--- config.mk ---
export PLATFORM = sky130hd
export DESIGN_NAME = sel_scan_mux
export DESIGN_NICKNAME = d
export VERILOG_FILES = /design/src/rtl/sel_scan_mux.sv
export SDC_FILE = /design/constraint.sdc
export NUM_CORES = 1
export LEC_CHECK = 0
export CAP_MARGIN = 0
export CORE_MARGIN = 2
export CORE_UTILIZATION = 41
export CTS_CLUSTER_DIAMETER = 200
export DETAILED_ROUTE_END_ITERATION = 12
export PLACE_DENSITY_LB_ADDON = 0.3
export SLEW_MARGIN = 20
export SYNTH_ARGS = -nofsm -noshare
export SYNTH_HDL_FRONTEND = slang
export SYNTH_SLANG_ARGS = --single-unit
--- constraint.sdc ---
create_clock -name clk_i -period 2.2 [get_ports clk_i]
set_input_delay 0.22 -clock clk_i [delete_from_list [all_inputs] [get_ports clk_i]]
set_output_delay 0.22 -clock clk_i [all_outputs]
set_load 0.05 [all_outputs]
--- src/rtl/sel_scan_mux.sv ---
// Registered N-channel selector: manual active-low one-hot select or prescaled auto scan.
// Drives a data bus plus an active-low digit-select bus; shows a default word when disabled.
module sel_scan_mux #(
  parameter int unsigned N   = 8,
  parameter int unsigned W   = 24,
  parameter int unsigned DIV = 4
) (
  input  logic           clk_i,
  input  logic           rst_i,
  input  logic           en_i,
  input  logic           mode_i,
  input  logic [N-1:0]   sel_in_i,
  input  logic [N*W-1:0] din_i,
  input  logic [W-1:0]   dflt_i,
  output logic [W-1:0]   dout_o,
  output logic [N-1:0]   sel_out_o,
  output logic           err_o,
  output logic           scan_wrap_o
);

  localparam int unsigned IdxW = $clog2(N);
  localparam int unsigned PcW  = (DIV > 1) ? $clog2(DIV) : 1;
  localparam logic [IdxW-1:0] IdxLast = IdxW'(N - 1);
  localparam logic [PcW-1:0]  PcLast  = PcW'(DIV - 1);

  logic [W-1:0]    chan [N];
  logic [W-1:0]    dout_d, dout_q;
  logic [N-1:0]    sel_d, sel_q;
  logic            err_d, err_q;
  logic            wrap_d, wrap_q;
  logic [IdxW-1:0] idx_d, idx_q;
  logic [PcW-1:0]  pc_d, pc_q;

  logic [N-1:0]    sel_inv;
  logic            sel_valid;
  logic [IdxW-1:0] man_idx;

  always_comb begin
    for (int k = 0; k < int'(N); k++) begin
      chan[k] = din_i[k*W +: W];
    end
  end

  // Valid code: exactly one low bit, i.e. the inverted code is a nonzero power of two.
  always_comb begin
    sel_inv   = ~sel_in_i;
    sel_valid = (sel_inv != '0) && ((sel_inv & (sel_inv - N'(1))) == '0);
    man_idx   = '0;
    for (int k = 0; k < int'(N); k++) begin
      if (sel_inv[k]) begin
        man_idx = IdxW'(k);
      end
    end
  end

  always_comb begin
    dout_d = dflt_i;
    sel_d  = '1;
    err_d  = 1'b0;
    wrap_d = 1'b0;
    idx_d  = idx_q;
    pc_d   = pc_q;
    if (en_i) begin
      if (!mode_i) begin
        idx_d = '0;
        pc_d  = '0;
        if (sel_valid) begin
          dout_d = chan[man_idx];
          sel_d  = sel_in_i;
        end else begin
          dout_d = chan[0];
          sel_d  = ~N'(1);
          err_d  = 1'b1;
        end
      end else begin
        dout_d = chan[idx_q];
        sel_d  = ~(N'(1) << idx_q);
        if (pc_q == PcLast) begin
          pc_d = '0;
          if (idx_q == IdxLast) begin
            idx_d  = '0;
            wrap_d = 1'b1;
          end else begin
            idx_d = idx_q + IdxW'(1);
          end
        end else begin
          pc_d = pc_q + PcW'(1);
        end
      end
    end
  end

  always_ff @(posedge clk_i) begin
    if (rst_i) begin
      dout_q <= '0;
      sel_q  <= '1;
      err_q  <= 1'b0;
      wrap_q <= 1'b0;
      idx_q  <= '0;
      pc_q   <= '0;
    end else begin
      dout_q <= dout_d;
      sel_q  <= sel_d;
      err_q  <= err_d;
      wrap_q <= wrap_d;
      idx_q  <= idx_d;
      pc_q   <= pc_d;
    end
  end

  assign dout_o      = dout_q;
  assign sel_out_o   = sel_q;
  assign err_o       = err_q;
  assign scan_wrap_o = wrap_q;

endmodule

==> impl_metrics.yaml <==
run_status:
  status: "completed"
synthesis:
  synth_area_sq_um: 4930
  synthArstFlopShare_pct: 0
  avgSynthCellArea_sq_um: 8.28
  ys_ff_latch: 39
  yosys.area.top_type_share_pct: 15.8
  synth_edf_count: 0
  yosys_warnings: 0
  ys_seq_area_share_pct: 15.8
  yosysTopAreaCell: "dfxtp_1"
  netlist_instances: 595
  ys.flop_type: "dfxtp_1"
  synth_area_leaders: "dfxtp_1 16%, mux4_2 14%, mux2i_1 7.1%"
  syn_nets: 830
  yosysUniqueCellTypes: 50
global_route:
  grt_pass1_vias: 6808
  overflow: 0
  grt_pass1_wl_mm: 35.8
  antenna_found_initial: 1
  grt_max_degree: 37
  grt.total_usage_pct: 35.2
floorplan:
  floorplan.core_area_sq_um: 11900
  dieArea_sq_um: 12900
  rows: 40
  start_util_pct: 41.5
  die_x_um: 114
  io_pins: 262
  fp.dieH_um: 114
run:
  cap_violations: 0
timing:
  max_slew_margin_pct: 48.9
  worst_slack_ns: 0.0924
  whs_ns: 0.406
  finalSetupTns_ns: 0
  setup_viol: 0
  fin_crit_sh_pct: 95.8
  finClkSkew_ns: 0.00587
  rsz0062_at_grt: "no"
  finalHoldViolations: 0
  tightest_slew_ns: 0.765
  slew_violations: 0
  max_freq_mhz: 474
  period_minus_slack_ns: 2.11
worst_setup_path:
  regToRegStartpoint: "idx_q[2]"
  cp_data_required_time_ns: 2.36
  r2r_end: "dout_o[12]"
  critPathKind: "in -> reg"
  end_kind: "flip-flop"
  r2r_slack_ns: 0.22
  cp_data_arrival_time_ns: 2.27
  ff2ff_path_depth: 7
  startpoint_type: "primary input"
  cp_max_fo: 36
layout:
  syn_to_final_growth_pct: 63.6
  drive_gt1_share_pct: 14.6
  fillers: 972
  final_nets: 1085
  design_area_sq_um: 8060
  utilization_pct: 68.0
drt:
  drt_iter0_drc: 786
  drc: 0
  dr_total_vias: 6596
  wl_per_cell_um: 23.7
  wl_mm: 23.7
  ant_nets: 0
  vias_per_cell: 6.60
  drtPass1Iterations: 5
power_and_ir_drop:
  irDropWorstVdd_uv: 335
  powerDensity_nw_per_um2: 355
  p_leak_uw: 0.00279
worst_hold_path:
  hold_end: "pc_q[1]"
  worst_hold_path_type: "in -> reg"
  hold_start: "en_i"
  whs_path_depth: 3
cts:
  cts_made_buffers: 5
  clockBufferDepth: 2
  ctsHoldBuffers: 0
  post_cts_buffers: 0
  cts_resized: 0
  root_buffer: "clkbuf_16"
  htree_levels: 2
  insertion_delay_ns: 0.29
  cts_tree: "yes"
  clock_sinks: 39
  clk_pin_slew_ns: 0.06
placed_design:
  routabilityCongestion: 0.937
  io_buffer_count: 261
  dp_hpwl_mm: 17.8
  placed_area_sq_um: 7880
  place_ws_ns: -0.190
## stage by stage
step | power [uW] | std cells
floorplan | 1300 | 595
CTS | 2840 | 998
detailed placement | 2010 | 990
global placement | 1990 | 990
finish | 2860 | 999
global route | 2950 | 999
## power breakdown
| group | switching (uW) | leakage [uW] | internal (uW) |
|---|---|---|---|
| sequential | 17.4 | 0.000324 | 742 |
| clock | 341 | 0.0000820 | 491 |
| combinational | 600 | 0.00239 | 669 |
## synthesized netlist by cell type (2+ instances only)
cell type   n
a221oi_1   17
o221ai_1   17
a22oi_1     7
clkbuf_1   33
nand2_1    44
o21ai_0    38
inv_1      12
nand3_1     6
buf_2      18
a221o_1    15
buf_4       5
o21ai_1     8
ha_1        7
a21oi_1    57
a211o_1     2
nor2b_1    13
nand2b_1   15
nor2_1     28
buf_1       5
o22ai_1    20
mux2_2     22
o21bai_1   15
o211ai_1    6
a211oi_1   14
and2_1      2
o31ai_1     9
a21o_1      3
mux4_2     31
o2111ai_1  17
buf_6       3
a31oi_1    10
a311oi_1    2
dfxtp_1    39
and3_1      3
mux2i_1    35
and4_1      3
## placed cells by master, fill, tap and decap left out, types with 12 or more instances in the layout
cell / n
a221oi_1: 17
a211oi_1: 14
o221ai_1: 17
a221o_1: 15
a21oi_1: 57
o21bai_1: 15
clkdlybuf4s50_1: 259
o2111ai_1: 17
mux4_2: 31
mux2i_1: 35
inv_1: 12
nor2_1: 28
dfxtp_1: 37
o22ai_1: 20
mux2_2: 21
nand2_1: 44
o21ai_0: 38
nor2b_1: 13
nand2b_1: 15
buf_4: 44
## flip-flops by register name, summed over array words and instances (netlist names)
register     count
dout_o          24
err_o            1
idx_q            3
pc_q             2
scan_wrap_o      1
sel_out_o        8
## per-layer routing
layer / global-route usage (%) / routed length [um] / up-vias / part of all wire (%)
met2: 59.6 / 11500 / 482 / 48
met5: 0 / 0 / - / 0
li1: - / - / 2891 / -
met1: 42.9 / 8850 / 3124 / 37
met4: 18.6 / 1190 / 0 / 5.0
met3: 6.06 / 2190 / 99 / 9.3
## worst max path at each step
stage / startpoint / slack, ns / end / depth (start not counted)
finish: sel_in_i[2] / 0.09 / dout_o[12] / 7
global route: sel_in_i[2] / 0.003 / dout_o[5] / 7
CTS: sel_in_i[2] / 0.11 / dout_o[12] / 7
detailed placement: sel_in_i[2] / -0.19 / dout_o[12] / 7
global placement: sel_in_i[2] / -0.11 / dout_o[15] / 7
floorplan: idx_q[1] / 0.30 / dout_o[14] / 7
## cell type report
cell class | instances | area [sq um] | share of cell area, %
multi-input combinational | 480 | 3810 | 47.2
inverter | 12 | 45.0 | 0.559
tap | 147 | 184 | 2.28
clock buffer | 6 | 150 | 1.86
antenna | 1 | 2.50 | 0.0310
timing repair buffer | 312 | 3070 | 38.1
sequential | 39 | 786 | 9.75
clock inverter | 2 | 13.8 | 0.171
## cells by family after synthesis
logic type                 synth area share (%)
AOI/OAI and AO/OA                          36.1
adders and majority gates                  1.78
buffers and inverters                      7.09
DFF                                        15.8
muxes                                      26.3
and+or+nand+nor                            12.9
## worst max-delay path, stage by stage
cell             delay (ns)
clkdlybuf4s50_1        0.45
nor2b_1                0.17
o211ai_2               0.20
and2_4                 0.53
mux2_2                 0.41
o2111ai_1              0.17
o31ai_1                0.10
(Power assumes the default switching activity.)
